## config.mk

```make
export PLATFORM = sky130hd
export DESIGN_NAME = fifo_burst_reader_flat
export DESIGN_NICKNAME = d
export VERILOG_FILES = /design/src/rtl/fifo_burst_reader_pkg.sv /design/src/rtl/fifo_burst_reader_if.sv /design/src/rtl/fifo_burst_reader_skid_buf_2.sv /design/src/rtl/fifo_burst_reader.sv /design/src/flat_wrapper.sv
export SDC_FILE = /design/constraint.sdc
export NUM_CORES = 1
export LEC_CHECK = 0
export ABC_AREA = 1
export BUFFER_PORTS_ARGS = -buffer_cell sky130_fd_sc_hd__buf_2
export CAP_MARGIN = 20
export CORE_MARGIN = 2
export CORE_UTILIZATION = 40
export CTS_CLUSTER_SIZE = 16
export DETAILED_ROUTE_END_ITERATION = 6
export PLACE_DENSITY = 0.61
export REMOVE_ABC_BUFFERS = 1
export SYNTH_ARGS = -nofsm -noshare
export SYNTH_HDL_FRONTEND = slang
export SYNTH_SLANG_ARGS = --single-unit
```

## constraint.sdc

```tcl
create_clock -name clk -period 2.76 [get_ports clk]
set_input_delay 0.138 -clock clk [delete_from_list [all_inputs] [get_ports clk]]
set_output_delay 0.138 -clock clk [all_outputs]
set_load 0.005 [all_outputs]
```

## src/rtl/fifo_burst_reader_pkg.sv

```systemverilog
// Shared constants and state encoding for the IMC input FIFO read-side controller.
// Word geometry matches sync_fifo_16x16.
package fifo_burst_reader_pkg;

  localparam int DATA_WIDTH = 16;
  localparam int DATA_DEPTH = 16;
  localparam int ADDR_WIDTH = 4;
  localparam int LEN_WIDTH  = 5;

  typedef enum logic [1:0] {
    ST_IDLE  = 2'd0,
    ST_RUN   = 2'd1,
    ST_FLUSH = 2'd2,
    ST_DONE  = 2'd3
  } state_t;

  // Legal burst lengths are 1..DATA_DEPTH; anything else leaves the controller idle.
  function automatic logic len_ok(input logic [LEN_WIDTH-1:0] len);
    return (len != '0) && (len <= LEN_WIDTH'(DATA_DEPTH));
  endfunction

endpackage

```

## src/rtl/fifo_burst_reader_if.sv

```systemverilog
// Word stream from the burst reader to the IMC row loader.
// A word transfers on a cycle where m_valid and m_ready are both high; once m_valid rises,
// m_valid, m_data and m_last hold steady until that transfer, and m_ready may change freely.
interface fifo_burst_reader_if;
  import fifo_burst_reader_pkg::*;

  logic                  m_valid;
  logic                  m_ready;
  logic [DATA_WIDTH-1:0] m_data;
  logic                  m_last;

  modport master (output m_valid, output m_data, output m_last, input  m_ready);
  modport slave  (input  m_valid, input  m_data, input  m_last, output m_ready);

endinterface

```

## src/rtl/fifo_burst_reader_skid_buf_2.sv

```systemverilog
// Two-entry in-order buffer between the FIFO read data and the output stream.
// Slot 0 is always the head; a pop shifts slot 1 forward.
module fifo_burst_reader_skid_buf_2 #(
  parameter int WIDTH = 16
) (
  input  logic             clk,
  input  logic             rst_n,
  input  logic             push,
  input  logic [WIDTH-1:0] push_data,
  output logic             out_valid,
  input  logic             out_ready,
  output logic [WIDTH-1:0] out_data,
  output logic [1:0]       occupancy
);

  logic [WIDTH-1:0] slot0_q, slot0_d;
  logic [WIDTH-1:0] slot1_q, slot1_d;
  logic [1:0]       occ_q, occ_d;
  logic [1:0]       fill;
  logic             pop;

  assign out_valid = (occ_q != 2'd0);
  assign out_data  = slot0_q;
  assign occupancy = occ_q;
  assign pop       = out_valid & out_ready;

  always_comb begin
    slot0_d = slot0_q;
    slot1_d = slot1_q;
    // Entries left after this cycle's pop decide where an incoming word lands.
    fill    = occ_q - {1'b0, pop};
    if (pop) begin
      slot0_d = slot1_q;
    end
    if (push) begin
      if (fill == 2'd0) begin
        slot0_d = push_data;
      end else begin
        slot1_d = push_data;
      end
    end
    occ_d = fill + {1'b0, push};
  end

  always_ff @(posedge clk or negedge rst_n) begin
    if (!rst_n) begin
      slot0_q <= '0;
      slot1_q <= '0;
      occ_q   <= 2'd0;
    end else begin
      slot0_q <= slot0_d;
      slot1_q <= slot1_d;
      occ_q   <= occ_d;
    end
  end

endmodule

```

## src/rtl/fifo_burst_reader.sv

```systemverilog
// Burst read controller: owns the FIFO read pointer, issues reads against a two-word
// credit, absorbs the FIFO's one-cycle read latency and streams words out with last/done.
module fifo_burst_reader
  import fifo_burst_reader_pkg::*;
(
  input  logic                    clk,
  input  logic                    rst_n,
  input  logic                    start,
  input  logic [LEN_WIDTH-1:0]    burst_len,
  input  logic                    fifo_empty,
  input  logic [DATA_WIDTH-1:0]   fifo_data,
  output logic                    fifo_rd_en,
  output logic [ADDR_WIDTH-1:0]   fifo_rd_addr,
  fifo_burst_reader_if.master     m,
  output logic                    busy,
  output logic                    done
);

  state_t                state_q, state_d;
  logic [LEN_WIDTH-1:0]  issue_cnt_q, issue_cnt_d;
  logic [LEN_WIDTH-1:0]  beat_cnt_q, beat_cnt_d;
  logic [ADDR_WIDTH-1:0] rd_ptr_q, rd_ptr_d;
  logic                  inflight_q, inflight_d;
  logic                  busy_q, busy_d;
  logic                  done_q, done_d;

  logic [1:0]            occupancy;
  logic                  skid_valid;
  logic                  pop;
  logic                  credit_ok;
  logic                  rd_en;

  fifo_burst_reader_skid_buf_2 #(
    .WIDTH (DATA_WIDTH)
  ) u_skid (
    .clk       (clk),
    .rst_n     (rst_n),
    .push      (inflight_q),
    .push_data (fifo_data),
    .out_valid (skid_valid),
    .out_ready (m.m_ready),
    .out_data  (m.m_data),
    .occupancy (occupancy)
  );

  assign m.m_valid    = skid_valid;
  assign m.m_last     = skid_valid & (beat_cnt_q == LEN_WIDTH'(1));
  assign pop          = skid_valid & m.m_ready;
  assign fifo_rd_en   = rd_en;
  assign fifo_rd_addr = rd_ptr_q;
  assign busy         = busy_q;
  assign done         = done_q;

  // Buffered plus in-flight words, less the one leaving now, must stay below two.
  assign credit_ok = ({1'b0, occupancy} + {2'b00, inflight_q}) < (3'd2 + {2'b00, pop});
  assign rd_en     = (state_q == ST_RUN) && (issue_cnt_q != '0) && !fifo_empty && credit_ok;

  always_comb begin
    state_d     = state_q;
    issue_cnt_d = issue_cnt_q;
    beat_cnt_d  = beat_cnt_q;
    rd_ptr_d    = rd_ptr_q + {{(ADDR_WIDTH-1){1'b0}}, rd_en};
    inflight_d  = rd_en;

    if (rd_en) begin
      issue_cnt_d = issue_cnt_q - LEN_WIDTH'(1);
    end
    if (pop && (beat_cnt_q != '0)) begin
      beat_cnt_d = beat_cnt_q - LEN_WIDTH'(1);
    end

    unique case (state_q)
      ST_IDLE: begin
        if (start && len_ok(burst_len)) begin
          issue_cnt_d = burst_len;
          beat_cnt_d  = burst_len;
          state_d     = ST_RUN;
        end
      end
      ST_RUN: begin
        if (issue_cnt_d == '0) state_d = ST_FLUSH;
      end
      ST_FLUSH: begin
        // The last beat can only leave after its read has landed, so inflight is clear here.
        if (beat_cnt_d == '0) state_d = ST_DONE;
      end
      ST_DONE: begin
        state_d = ST_IDLE;
      end
      default: state_d = ST_IDLE;
    endcase

    busy_d = (state_d != ST_IDLE);
    done_d = (state_d == ST_DONE);
  end

  always_ff @(posedge clk or negedge rst_n) begin
    if (!rst_n) begin
      state_q     <= ST_IDLE;
      issue_cnt_q <= '0;
      beat_cnt_q  <= '0;
      rd_ptr_q    <= '0;
      inflight_q  <= 1'b0;
      busy_q      <= 1'b0;
      done_q      <= 1'b0;
    end else begin
      state_q     <= state_d;
      issue_cnt_q <= issue_cnt_d;
      beat_cnt_q  <= beat_cnt_d;
      rd_ptr_q    <= rd_ptr_d;
      inflight_q  <= inflight_d;
      busy_q      <= busy_d;
      done_q      <= done_d;
    end
  end

endmodule

```

## src/flat_wrapper.sv

```systemverilog
// flat-port wrapper written by rule: the top's interface ports become plain ports
module fifo_burst_reader_flat import fifo_burst_reader_pkg::*;
  (clk, rst_n, start, burst_len, fifo_empty, fifo_data, fifo_rd_en, fifo_rd_addr, busy, done, m_m_valid, m_m_data, m_m_last, m_m_ready);
  fifo_burst_reader_if m_i ();
  input  logic clk;
  input  logic rst_n;
  input  logic start;
  input  logic [LEN_WIDTH-1:0] burst_len;
  input  logic fifo_empty;
  input  logic [DATA_WIDTH-1:0] fifo_data;
  output logic fifo_rd_en;
  output logic [ADDR_WIDTH-1:0] fifo_rd_addr;
  output logic busy;
  output logic done;
  output wire logic [$bits(m_i.m_valid)-1:0] m_m_valid;
  output wire logic [$bits(m_i.m_data)-1:0] m_m_data;
  output wire logic [$bits(m_i.m_last)-1:0] m_m_last;
  input wire logic [$bits(m_i.m_ready)-1:0] m_m_ready;
  assign m_m_valid = m_i.m_valid;
  assign m_m_data = m_i.m_data;
  assign m_m_last = m_i.m_last;
  assign m_i.m_ready = m_m_ready;
  fifo_burst_reader u_core (.clk(clk), .rst_n(rst_n), .start(start), .burst_len(burst_len), .fifo_empty(fifo_empty), .fifo_data(fifo_data), .fifo_rd_en(fifo_rd_en), .fifo_rd_addr(fifo_rd_addr), .m(m_i), .busy(busy), .done(done));
endmodule
```

After elaboration in Yosys (flattened, before gate mapping)
Cells that the tools add are included.

Add/sub/neg operators: 7. Multipliers: 0. Div/mod/pow operators: 0. $lt $le $gt $ge: 2. Eq/ne operators: 5. Shift operators: 0. Multiplexer cells: 13. Bitwise logic cells: 3. Reduce and logical (&&, ||, !) cells: 17.

Operator list (number): 16-bit 2-to-1 mux (3); 5-bit 2-to-1 mux (6); 5-bit nonzero test (3); 5-bit zero test (2); 5-bit by 1-bit subtractor with 5-bit output (second input constant) (2); 2-bit case mux with 4 select lines (1); 2-bit equality test (second input constant) (3); 1-bit logical AND (6); 2-bit 2-to-1 mux (3); 5-bit by 1-bit equality test with 1-bit output (second input constant) (1); 5-bit <= comparator (second input constant) (1); 4-bit by 1-bit adder with 4-bit output (1); 2-bit zero test (2); 2-bit nonzero test (2); 2-bit by 1-bit adder with 3-bit output (1); 2-bit by 1-bit adder with 3-bit output (first input constant) (1); 3-bit less-than comparator (1); 2-bit by 1-bit adder with 2-bit output (1); 1-bit AND (2); 2-bit by 1-bit equality test with 1-bit output (second input constant) (1); 2-bit AND reduction (1); 2-bit by 1-bit subtractor with 2-bit output (1); 1-bit zero test (1); 1-bit inverter (1).

Bits in registers: 53. Bits in latches: 0. Memory bits (writable): 0. Bits in read-only memories: 0. Input bits: 26. Output and inout port bits: 25. Memories: 0.

Logic depth before layout (Yosys ltp)
Depth after elaboration: 10. Mapped depth: 17. Gate-level depth less buffers: 17.

Hierarchy
Synthesis repeated with hierarchy kept, for this count alone.

Cells, all modules: 373. Area, all modules: 2960.3 um^2.

Modules (own cells, without submodules): fifo_burst_reader_skid_buf_2 (times used 1, cells each 219, area an instance 1739.2 um^2, seq. area each 850.8 um^2); fifo_burst_reader (times used 1, cells each 154, area an instance 1221.2 um^2, seq. area each 475.5 um^2).

Worst setup path after synthesis
Ideal clock, no wire load.

Kind: register -> register. Start: register u_core.u_skid.occ_q[1] (netlist: u_core.u_skid.occupancy[1]). End: register u_core.u_skid.slot1_q[10]. Library setup time: 0.125 ns. Arrival: 2.076 ns. Slack: 0.560 ns. Cell stages (with the launch flop): 11. Buffers on the path: 2. Cell sequence: dfrtp_1 -> inv_2 -> nand2_4 -> nand2_4 -> clkinv_4 -> clkbuf_1 -> ha_1 -> xor2_1 -> o21ai_2 -> buf_6 -> mux2_2.

Cells in the longest elaborated chain, start to end: 6.

RTL lines: start: declaration (RTL line fifo_burst_reader_skid_buf_2.sv:18) `logic [1:0] occ_q, occ_d;`; start signal: assignment (RTL line fifo_burst_reader_skid_buf_2.sv:49) `occ_q <= 2'd0;`; start signal: assignment (RTL line fifo_burst_reader_skid_buf_2.sv:53) `occ_q <= occ_d;`; 2-bit nonzero test (RTL line fifo_burst_reader_skid_buf_2.sv:22) `assign out_valid = (occ_q != 2'd0);`; net m_m_valid (RTL line flat_wrapper.sv:15) `output wire logic [$bits(m_i.m_valid)-1:0] m_m_valid;`; 1-bit AND (RTL line fifo_burst_reader_skid_buf_2.sv:25) `assign pop = out_valid & out_ready;`; 2-bit by 1-bit subtractor with 2-bit output (RTL line fifo_burst_reader_skid_buf_2.sv:31) `fill = occ_q - {1'b0, pop};`; 2-bit zero test (RTL line fifo_burst_reader_skid_buf_2.sv:36) `if (fill == 2'd0) begin`; 1-bit inverter (no source line); 2-bit AND reduction (no source line); end signal: assignment (RTL line fifo_burst_reader_skid_buf_2.sv:52) `slot1_q <= slot1_d;`; end: declaration (RTL line fifo_burst_reader_skid_buf_2.sv:17) `logic [WIDTH-1:0] slot1_q, slot1_d;`.

The timed path passes the listed nets, and every way through them passes these cells. A chain may end at the register's enable or synchronous reset.

Worst setup path after layout
Start: register u_core.u_skid.occ_q[1] (netlist: u_core.u_skid.occupancy[1]). End: register u_core.u_skid.slot1_q[12].

Cells in the longest elaborated chain, start to end: 6.

RTL lines (RTL line): 2-bit nonzero test (fifo_burst_reader_skid_buf_2.sv:22); 1-bit AND (fifo_burst_reader_skid_buf_2.sv:25); 2-bit by 1-bit subtractor with 2-bit output (*) (fifo_burst_reader_skid_buf_2.sv:31); 2-bit zero test (*) (fifo_burst_reader_skid_buf_2.sv:36); 1-bit inverter (no source line) (*); 2-bit AND reduction (no source line) (*).

Mark *: on every way between the ends. The rest lies on a longest branch, timed or not.

==> metrics.cfg <==
[run_status]
status = finished, final reports clean

[yosys]
syn_area_per_cell_um2 = 9.42
ys_warn_count = 0
syn-instance-count = 272
synth_cell_types = 29
synth-seq-cells = 53
yosysSeqAreaShare = 0.518
syn_area_um2 = 2560

[pwr]
combinationalPowerShare = 0.451
pwr-share-clk = 0.131
share_seq_of_total_power = 0.419
p_per_area_nw_per_um2 = 1110
switching_share = 0.394
power.switching_uw = 1320
p_leak_uw = 0.00157
internal-power_uw = 2030
irDropWorstVdd_uv = 518

[route]
totalWireLength_um = 4910
post_drt_wl_per_cell_um = 12.1
num_vias = 1942
via_per_inst = 4.78
drt-initial-drc-count = 88
drc_errors = 0
ant_nets = 0
first_pass_iters = 4

[worst_setup_path]
start_kind = flip-flop
path_cells = inv_2 -> nand2_4 -> nand2_4 -> clkinv_4 -> ha_1 -> xor2_1 -> o21ai_2 -> buf_4 -> mux2_2
crit_top_cell = nand2_4
critical_path.max_fanout = 18
worstPathArrival_ps = 2430
reg2reg_depth = 9
cp_slowest_cell = dfrtp_1
ff2ff_setup_slack_ps = 520
worstPathRequired_ps = 2950
r2r-start = u_core.u_skid.occupancy[1]$_DFF_PN0_
r2r_end = u_core.u_skid.slot1_q[12]$_DFFE_PN0P_
endpoint_kind = flip-flop
crit_type = reg2reg
max_stage_delay_ps = 430

[clocking]
ctsResizeCount = 0
clockBufferDepth = 2
cts_tree = yes
cts_root_buf = clkbuf_8
numCtsBuffers = 5
post-cts-setup-buffer-count = 0
clk_pin_slew_ps = 100
hold_buffers = 1
insertion_delay_ps = 310
clock-sinks = 53
htreeDepth = 2

[grt]
grt_pass1_vias = 1836
overflow = 0
grt_usage = 0.148
antenna_found_initial = 0
grt_pass1_wl_um = 8500
grt_max_degree = 33

[timing]
max-slew-margin-rel = 0.646
finClkSkew_ps = 10.5
period_share = 0.811
fmax_mhz = 447
worst_pin_slew_ps = 531
fin_crit_ps = 2240
finalHoldViolCount = 0
drv_slew = 0
tns_ps = 0
rsz0062_at_grt = false
finalSetupViolCount = 0

[finish]
seq_area_um2 = 1330
multi_input_area_um2 = 1100
n_antenna_cell = 0
final_common_cell = nand2_1
fillers = 618
nets = 364
area_delta_synth_final_pct = 17.3
final_cells = 406
mostFrequentLayoutCells = nand2_1 (80), dfrtp_1 (53), buf_2 (50)
drive_gt1_frac = 0.286

[hold_path]
hold_start = fifo_data[6]
holdPathEnd = u_core.u_skid.slot1_q[6]$_DFFE_PN0P_
hold_path_depth = 2
hold_class = in2reg

[die]
design.core.area_um2 = 6280
die_x_um = 84.0
start_util = 0.408
die_area_um2 = 7060
rows = 29
pin_count = 51
die-height_um = 84.0

[placed_design]
gp_congestion = 0.819
place_inst = 397
io_buffers = 50
detailed_place_hpwl_um = 3680

[job]
drv_cap = 0

-- flip-flops by register name, summed over array words and instances (netlist names) --
register,flops
u_core.done,1
u_core.fifo_rd_addr,4
u_core.inflight_q,1
u_core.u_skid.out_data,16
u_core.u_skid.slot1_q,16
u_core.state_q,2
u_core.beat_cnt_q,5
u_core.busy,1
u_core.u_skid.occupancy,2
u_core.issue_cnt_q,5
-- critical path: cells and delay by family (launching register included) --
kind / cells / cell delay, ps
buf+inv: 3 / 540
flops: 1 / 430
compound gates: 1 / 120
fa+ha+maj: 1 / 240
simple gates: 2 / 250
mux: 1 / 360
xor+xnor: 1 / 180
-- routing by layer --
| layer | wire (um) | share of wire | GRT usage |
|---|---|---|---|
| met4 | 67 | 0.014 | 0.0440 |
| met3 | 223 | 0.045 | 0.0376 |
| met1 | 2330 | 0.47 | 0.198 |
| met2 | 2290 | 0.47 | 0.239 |
| met5 | 0 | 0 | 0 |
-- worst max-delay path by stage --
stage,start,endpoint
floorplan,u_core.u_skid.occupancy[1]$_DFF_PN0_,u_core.u_skid.slot1_q[0]$_DFFE_PN0P_
global placement,u_core.u_skid.occupancy[1]$_DFF_PN0_,u_core.u_skid.slot1_q[12]$_DFFE_PN0P_
detailed placement,u_core.u_skid.occupancy[1]$_DFF_PN0_,u_core.u_skid.slot1_q[2]$_DFFE_PN0P_
CTS,u_core.u_skid.occupancy[1]$_DFF_PN0_,u_core.u_skid.slot1_q[0]$_DFFE_PN0P_
global route,u_core.u_skid.occupancy[1]$_DFF_PN0_,u_core.u_skid.out_data[12]$_DFF_PN0_
finish,u_core.u_skid.occupancy[1]$_DFF_PN0_,u_core.u_skid.slot1_q[12]$_DFFE_PN0P_
-- through the flow --
stage	hold slack (ps)	setup WS, ps	power (uW)	instance area (um^2)	utilization
final	73.0	523	3350	3010	0.479
after global routing	68.4	281	3670	3010	0.479
after CTS	63.0	502	3400	3010	0.479
after detailed placement	157	524	2950	2910	0.463
after global placement	156	607	2890	2910	0.463
after floorplan	-158	571	2470	2530	-
-- power groups by stage --
| stage | clock, uW | sequential [uW] | combinational, uW |
|---|---|---|---|
| CTS | 462 | 1400 | 1530 |
| global placement | 0 | 1410 | 1480 |
| global route | 483 | 1460 | 1730 |
| finish | 437 | 1400 | 1510 |
| floorplan | 0 | 1400 | 1070 |
| detailed placement | 0 | 1420 | 1530 |
-- Yosys cell counts (all sizes together) --
| library cell | instances | area share |
|---|---|---|
| nand2 | 85 | 0.14 |
| dfrtp | 53 | 0.52 |
| nor2 | 28 | 0.048 |
| inv | 24 | 0.035 |
| a31oi | 16 | 0.039 |
| mux2 | 16 | 0.070 |
| ha | 10 | 0.049 |
| nand3 | 10 | 0.023 |
| o21ai | 7 | 0.015 |
| xor2 | 7 | 0.027 |
| buf | 4 | 0.010 |
| clkbuf | 2 | 0.0029 |
| nand3b | 2 | 0.0059 |
| nor3 | 2 | 0.0039 |
| xnor2 | 2 | 0.0068 |
| a21oi | 1 | 0.0020 |
| clkinv | 1 | 0.0034 |
| nor4 | 1 | 0.0024 |
| o21a | 1 | 0.0029 |
-- cell type report --
cell class,count,area share
Sequential cell,53,0.441
Timing Repair Buffer,55,0.0965
Inverter,25,0.0329
Clock buffer,5,0.0229
Multi-Input combinational cell,188,0.367
Tap cell,77,0.0320
Clock inverter,3,0.00749
-- cell families (layout without fill, tap and decap cells) --
family / after synthesis / in the layout / synth area share
AO/OA/AOI/OAI: 25 / 25 / 0.0591
XOR/XNOR: 9 / 9 / 0.0337
adder cells (fa/ha/maj): 10 / 10 / 0.0488
buffers and inverters: 31 / 88 / 0.0518
flip-flops: 53 / 53 / 0.518
multiplexers: 16 / 16 / 0.0703
AND/OR/NAND/NOR: 128 / 128 / 0.219
(Power assumes the default switching activity.)
